$ cat config.mk
export PLATFORM = sky130hd
export DESIGN_NAME = add_seq_ctrl
export DESIGN_NICKNAME = d
export VERILOG_FILES = /design/src/rtl/add_seq_pkg.sv /design/src/rtl/add_seq_slice_mux.sv /design/src/rtl/add_seq_ctrl.sv
export SDC_FILE = /design/constraint.sdc
export NUM_CORES = 1
export LEC_CHECK = 0
export CAP_MARGIN = 20
export CORE_ASPECT_RATIO = 1.2
export CORE_MARGIN = 1.5
export CORE_UTILIZATION = 49
export CTS_CLUSTER_DIAMETER = 100
export CTS_CLUSTER_SIZE = 10
export DETAILED_ROUTE_END_ITERATION = 6
export PLACE_DENSITY_LB_ADDON = 0.3
export SYNTH_ARGS = -nofsm -noshare
export SYNTH_HDL_FRONTEND = slang
export SYNTH_SLANG_ARGS = --single-unit
$ cat constraint.sdc
create_clock -name clk -period 5.26 [get_ports clk]
set_input_delay 1.052 -clock clk [delete_from_list [all_inputs] [get_ports clk]]
set_output_delay 1.052 -clock clk [all_outputs]
set_load 0.05 [all_outputs]
$ cat src/rtl/add_seq_pkg.sv
// Shared types and constants for the multi-slice add sequencer.
// Slice width, FSM state encoding and the slice-index width helper.
package add_seq_pkg;

    localparam int SLICE_W = 16;

    typedef enum logic [1:0] {
        IDLE = 2'd0,
        RUN  = 2'd1,
        DONE = 2'd2
    } state_t;

    // clog2(nwords), kept at least 1 bit so NWORDS=1 still has a legal index
    function automatic int idx_w(input int nwords);
        return (nwords > 1) ? $clog2(nwords) : 1;
    endfunction

endpackage

$ cat src/rtl/add_seq_slice_mux.sv
// Selects one 16-bit slice, by index, out of a packed multi-slice vector.
module add_seq_slice_mux
    import add_seq_pkg::*;
#(
    parameter int NWORDS = 4,
    parameter int IW     = 2
) (
    input  logic [SLICE_W*NWORDS-1:0] vec,
    input  logic [IW-1:0]             idx,
    output logic [SLICE_W-1:0]        slice
);

    always_comb begin
        // NOTE: default assignment first so no path leaves slice unassigned (no latch).
        slice = '0;
        for (int i = 0; i < NWORDS; i++) begin
            if (idx == IW'(i)) slice = vec[i*SLICE_W +: SLICE_W];
        end
    end

endmodule

$ cat src/rtl/add_seq_ctrl.sv
// Wide-add sequencer: streams NWORDS 16-bit slices LSB-first through one shared adder.
// Optional macro ADD_SEQ_SUB_EN adds the op_sub input for subtraction (A + ~B + 1).
module add_seq_ctrl
    import add_seq_pkg::*;
#(
    parameter int NWORDS = 4
) (
    input  logic                      clk,
    input  logic                      rst,
    input  logic                      in_valid,
    output logic                      in_ready,
    input  logic [SLICE_W*NWORDS-1:0] op_a,
    input  logic [SLICE_W*NWORDS-1:0] op_b,
    input  logic                      cin,
`ifdef ADD_SEQ_SUB_EN
    input  logic                      op_sub,
`endif
    output logic                      out_valid,
    input  logic                      out_ready,
    output logic [SLICE_W*NWORDS-1:0] result,
    output logic                      carry_out,
    output logic                      overflow,
    output logic                      busy,
    output logic [SLICE_W-1:0]        adder_a,
    output logic [SLICE_W-1:0]        adder_b,
    output logic                      adder_cin,
    input  logic [SLICE_W-1:0]        adder_sum,
    input  logic                      adder_cout
);

    localparam int W  = SLICE_W * NWORDS;
    localparam int IW = idx_w(NWORDS);

    state_t          state;
    logic [W-1:0]    a_reg;
    logic [W-1:0]    b_reg;     // holds B' (already inverted when subtracting)
    logic [IW-1:0]   idx;
    logic            carry_reg;
    logic [W-1:0]    b_eff;
    logic            cin_eff;
    logic [SLICE_W-1:0] a_slice;
    logic [SLICE_W-1:0] b_slice;

`ifdef ADD_SEQ_SUB_EN
    assign b_eff   = op_sub ? ~op_b : op_b;
    assign cin_eff = op_sub | cin;
`else
    assign b_eff   = op_b;
    assign cin_eff = cin;
`endif

    add_seq_slice_mux #(.NWORDS(NWORDS), .IW(IW)) u_mux_a (
        .vec   (a_reg),
        .idx   (idx),
        .slice (a_slice)
    );

    add_seq_slice_mux #(.NWORDS(NWORDS), .IW(IW)) u_mux_b (
        .vec   (b_reg),
        .idx   (idx),
        .slice (b_slice)
    );

    // Adder inputs are decoded from registered state and forced to zero outside RUN
    assign adder_a   = (state == RUN) ? a_slice   : '0;
    assign adder_b   = (state == RUN) ? b_slice   : '0;
    assign adder_cin = (state == RUN) ? carry_reg : 1'b0;

    // NOTE: operand storage has no reset; it is only read in RUN, which always follows a load.
    always_ff @(posedge clk) begin
        if (state == IDLE && in_valid && in_ready) begin
            a_reg <= op_a;
            b_reg <= b_eff;
        end
    end

    // NOTE: all sequential state uses non-blocking assignments so every read sees pre-edge values.
    always_ff @(posedge clk) begin
        if (rst) begin
            state     <= IDLE;
            in_ready  <= 1'b1;
            out_valid <= 1'b0;
            busy      <= 1'b0;
            result    <= '0;
            carry_out <= 1'b0;
            overflow  <= 1'b0;
            idx       <= '0;
            carry_reg <= 1'b0;
        end else begin
            unique case (state)
                IDLE: begin
                    if (in_valid && in_ready) begin
                        carry_reg <= cin_eff;
                        idx       <= '0;
                        result    <= '0;
                        in_ready  <= 1'b0;
                        busy      <= 1'b1;
                        state     <= RUN;
                    end
                end
                RUN: begin
                    for (int i = 0; i < NWORDS; i++) begin
                        if (idx == IW'(i)) result[i*SLICE_W +: SLICE_W] <= adder_sum;
                    end
                    carry_reg <= adder_cout;
                    idx       <= idx + IW'(1);
                    if (idx == IW'(NWORDS - 1)) begin
                        carry_out <= adder_cout;
                        overflow  <= (a_reg[W-1] == b_reg[W-1]) &&
                                     (adder_sum[SLICE_W-1] != a_reg[W-1]);
                        out_valid <= 1'b1;
                        state     <= DONE;
                    end
                end
                DONE: begin
                    if (out_valid && out_ready) begin
                        out_valid <= 1'b0;
                        busy      <= 1'b0;
                        in_ready  <= 1'b1;
                        state     <= IDLE;
                    end
                end
                default: begin
                    out_valid <= 1'b0;
                    busy      <= 1'b0;
                    in_ready  <= 1'b1;
                    state     <= IDLE;
                end
            endcase
        end
    end

endmodule
== Yosys cells after proc, flatten, opt, wreduce, memory -nomap -nowiden ==
Index checks and enable logic that the tools add are counted.
Storage, ports and cells
  register bits after elaboration: 202
  output and inout port bits: 102
Operators by class
  add/sub/neg operators: 1
  equal/unequal tests: 13
  mux-type cells: 33
  bitwise operators: 2
  reduce and logical (&&, ||, !) cells: 17
Operators with widths (number)
  $mux 16: 14
  $pmux 64 s2: 1
  $mux 64: 1
  $reduce_and 3->1: 7
  $ne 2x1->1 const B: 5
  $pmux 1 s3: 3
  $mux 2: 4
  $mux 1: 7
  $eq 2x2->1 const B: 3
  $pmux 2 s3: 1
  $logic_and 1x1->1: 5
  $eq 2x1->1 const B: 2
  $logic_not 2->1: 2
  $pmux 2 s2: 1
  $reduce_and 2->1: 2
  $add 2x1->2 const B: 1
  $ne 2x2->1 const B: 1
  $not 1->1: 2
  $pmux 1 s2: 1
  $reduce_bool 2->1: 1
  $eq 1x1->1: 1
  $ne 1x1->1: 1

== Longest topological paths before layout ==
  depth after elaboration: 6
  depth in mapped cells: 7
  depth with buffers taken out: 5

== Hierarchy ==
From an unflattened synthesis, not the netlist that was laid out.
Second synthesis, totals
  cells, all modules: 413
  area total of the unflattened synthesis: 7549.7 um^2
By module, submodules not included
  add_seq_ctrl: times used 1, cells each 373, area each 6701.4 um^2, seq. area each 5325.1 um^2
  add_seq_slice_mux: times used 2, cells each 20, area each 424.2 um^2, seq. area each 0.0 um^2

== Least setup slack after synthesis ==
Ideal clock, no wire load.
  path type: register to output
  start: reg idx[1]
  end: out adder_a[15]
  arrival time: 2.460 ns
  slack: 1.748 ns
  stages on the path, launching flop included: 8
  cell sequence: dfxtp_1 inv_1 ha_1 buf_2 nor2b_1 buf_2 a221oi_1 o32ai_1
Between the ends
  longest elaborated chain between the ends: 6
RTL lines
  start, declared: RTL line add_seq_ctrl.sv:37  | logic [IW-1:0] idx;
  start signal, assigned: RTL line add_seq_ctrl.sv:106  | idx <= idx + IW'(1);
  $logic_not 2->1: RTL line add_seq_slice_mux.sv:17  | if (idx == IW'(i)) slice = vec[i*SLICE_W +: SLICE_W];
  $mux 16 (3 in series): RTL line add_seq_slice_mux.sv:17
  $mux 16 *: RTL line add_seq_slice_mux.sv:17
  $mux 16 *: RTL line add_seq_ctrl.sv:65  | assign adder_a = (state == RUN) ? a_slice : '0;
  end, declared: RTL line add_seq_ctrl.sv:24  | output logic [SLICE_W-1:0] adder_a,
Every way passes the cells marked *; elsewhere a longest branch is shown, timed or not.

== Worst setup path in the final report ==
  start: reg state[0]
  end: out adder_b[5]
Between the ends
  longest elaborated chain between the ends: 2
RTL lines
  start, declared: RTL line add_seq_ctrl.sv:34  | state_t state;
  start signal, assigned: RTL line add_seq_ctrl.sv:80  | state <= IDLE;
  start signal, assigned: RTL line add_seq_ctrl.sv:98  | state <= RUN;
  start signal, assigned: RTL line add_seq_ctrl.sv:112  | state <= DONE;
  $eq 2x1->1: RTL line add_seq_ctrl.sv:66  | assign adder_b = (state == RUN) ? b_slice : '0;
  $mux 16: RTL line add_seq_ctrl.sv:66
  end, declared: RTL line add_seq_ctrl.sv:25  | output logic [SLICE_W-1:0] adder_b,
Every way passes these cells.

==> impl_metrics.tcl <==
set metrics [dict create \
    die_y_um 139 \
    synth_top_family_by_area "compound AO/OA/AOI/OAI gates" \
    timing_hold_violations_final 0 \
    syn_inst 503 \
    clkLatencyLatePin_ns 0.50 \
    design.core.area_um2 15000 \
    critPathKind "flip-flop to output port" \
    dieArea_um2 16100 \
    peakVddDrop_mv 0.279 \
    synth_fa_ha_area_share_pct 0.665 \
    r2r_cells 3 \
    drt-total-wl_um 19700 \
    p_per_area_nw_per_um2 361 \
    crit_path_start "state[0]$_SDFFE_PP0P_" \
    antenna_found_initial 0 \
    synth.distinct_cells 41 \
    tritoncts "built" \
    post_cts_buffers 0 \
    root_buffer "clkbuf_16" \
    initial_core_util_pct 50.1 \
    num_rows 49 \
    p_seq_share_pct 47.1 \
    syn2layout_area_growth_pct 43.5 \
    cp-start-kind "flip-flop" \
    hold_path.class "flip-flop to flip-flop" \
    period_share_pct 85.9 \
    max_freq_mhz 221 \
    drv_slew 0 \
    cp.arrival_ns 3.46 \
    switching_share_pct 25.4 \
    r2r_setup_slack_ns 2.87 \
    synth_edf_count 128 \
    synth-simple-area-share_pct 5.08 \
    max_slew_margin_pct 32.5 \
    fill_cells 1014 \
    wire_per_inst_um 20.6 \
    period_minus_slack_ns 4.52 \
    setup.worst_path.end_class "output port" \
    first_pass_iters 5 \
    post_synth_xor_area_fraction_pct 0 \
    synth_warnings 0 \
    grt_pass1_vias 5666 \
    crit_end "adder_b[5]" \
    synth-compound-area-share_pct 19.8 \
    outcome "finished, final reports clean" \
    tightest_slew_ns 1.01 \
    synthArstFlopShare_pct 0 \
    cts_buffers 24 \
    power_switching_mw 0.991 \
    grt_overflow_total 0 \
    dp_hpwl_um 13500 \
    fin_util_pct 71.9 \
    synth_seq_area_share_pct 70.7 \
    drive_gt1_share_pct 8.89 \
    drc_errors 0 \
    io_pins 252 \
    clockBufferDepth 3 \
    final_common_cell "clkdlybuf4s50_1" \
    grt_max_degree 106 \
    critical_path_required_ns 4.21 \
    setup_viol 0 \
    worstPathMaxFanout 50 \
    combPwrFrac_pct 15.2 \
    gr-usage-all-layers_pct 23.6 \
    leakage_nw 3.73 \
    holdBufCountCts 0 \
    avgSynthCellArea_um2 15.0 \
    die_w_um 116 \
    gp_congestion 0.796 \
    regToRegEndpoint "a_reg[12]$_DFFE_PP_" \
    max-cap-violations 0 \
    pwr-share-clk_pct 37.7 \
    layout.nets 893 \
    fin_worst_skew_ns 0.0169 \
    clkTransAtPathRegs_ns 0.06 \
    yosys_most_used_dff "edfxtp_1" \
    syn_area_um2 7530 \
    synth_mux_area_share_pct 0 \
    htreeDepth 1 \
    diodes 0 \
    rsz0062_at_grt "no" \
    vias 5567 \
    first_iter_violations 502 \
    layout_common_cells "clkdlybuf4s50_1, edfxtp_1, dfxtp_1, nand3_1, a221oi_1" \
    r2r-start "state[0]$_SDFFE_PP0P_" \
    ant_nets 0 \
    synthesis.nets 657 \
    synth_seq_cells 202 \
    fin_setup_tns_ns 0 \
    cts_resized 0 \
    cts_sinks 202 \
    io_buffers 251 \
    grt_pass1_wl_um 29700 \
    routed_via_density 5.81 \
    internal_power_mw 2.91 \
]
-- worst max-delay path, stage by stage, from the launching register on --
cell and delay, ns:
dfxtp_1 0.62, and2b_2 0.44, buf_4 0.48, o21ai_1 0.15, o31ai_1 0.36, clkdlybuf4s50_1 0.89
-- layout make-up --
type | count | area (um^2) | area share [%]
multi-input combinational | 249 | 1930 | 17.8
sequential | 202 | 5330 | 49.3
inverter | 4 | 17.5 | 0.162
clock buffer | 40 | 682 | 6.31
clock inverter | 1 | 8.76 | 0.0811
tap | 204 | 255 | 2.36
timing repair buffer | 258 | 2590 | 24.0
-- stage by stage --
step	total power, mW	worst slack, ns	area [um^2]	hold WS [ns]	instances
4_1_cts	3.93	0.789	10800	0.466	957
2_1_floorplan	2.21	1.75	7530	0.476	503
5_1_grt	4.03	0.605	10800	0.481	958
6_report	3.90	0.743	10800	0.469	958
3_3_place_gp	2.45	1.43	10100	0.448	916
3_5_place_dp	2.46	1.35	10100	0.456	916
-- worst min path at each step --
| stage | from | to | slack [ns] | cells after the start |
|---|---|---|---|---|
| floorplan | idx[1]$_SDFFE_PP0P_ | idx[1]$_SDFFE_PP0P_ | 0.48 | 2 |
| global placement | result[17]$_SDFFE_PP0P_ | result[17]$_SDFFE_PP0P_ | 0.45 | 1 |
| detailed placement | result[59]$_SDFFE_PP0P_ | result[59]$_SDFFE_PP0P_ | 0.46 | 1 |
| CTS | carry_out$_SDFFE_PP0P_ | carry_out$_SDFFE_PP0P_ | 0.47 | 2 |
| global route | result[20]$_SDFFE_PP0P_ | result[20]$_SDFFE_PP0P_ | 0.48 | 1 |
| finish | result[21]$_SDFFE_PP0P_ | result[21]$_SDFFE_PP0P_ | 0.47 | 1 |
-- power by group through the flow --
stage	Sequential [mW]	Combinational, mW	Clock [mW]
2_1_floorplan	1.92	0.286	0
3_3_place_gp	1.86	0.582	0
3_5_place_dp	1.87	0.595	0
4_1_cts	1.84	0.596	1.50
5_1_grt	1.85	0.628	1.56
6_report	1.84	0.595	1.47
-- Yosys cell counts (2+ instances only) --
master      n  share of area [%]
nand3_1    33                2.2
clkbuf_1   20                1.0
o21ai_1    13               0.86
a32o_1     28                3.7
a32o_2     20                3.0
ha_1        4               0.66
buf_6       7                1.0
a21oi_1     7               0.47
a22o_1     16                1.9
o32ai_1     2               0.23
inv_2       2               0.10
o21ai_0    20                1.3
nor2_1      6               0.30
buf_1       2               0.10
a21o_1      4               0.40
inv_1       2               0.10
nand2b_1    2               0.17
a221oi_1   32                3.7
dfxtp_1    74                 20
buf_4       5               0.50
o31ai_1    30                3.0
nand2_1     8               0.40
buf_2      14               0.93
nor2b_1     3               0.25
o21ai_4     4               0.86
edfxtp_1  128                 51
nor3_1      3               0.20
-- cells by family (layout without fill, tap and decap cells) --
family,after synthesis,in the layout
flops,202,202
compound gates,179,179
simple gates,66,66
buf+inv,52,303
fa+ha+maj,4,4
-- metal layers --
| metal | GRT usage (%) | wire [um] |
|---|---|---|
| met1 | 27.7 | 7280 |
| met4 | 9.18 | 671 |
| met2 | 40.7 | 10100 |
| met3 | 6.38 | 1690 |
| met5 | 0 | 0 |
(Power assumes the default switching activity.)
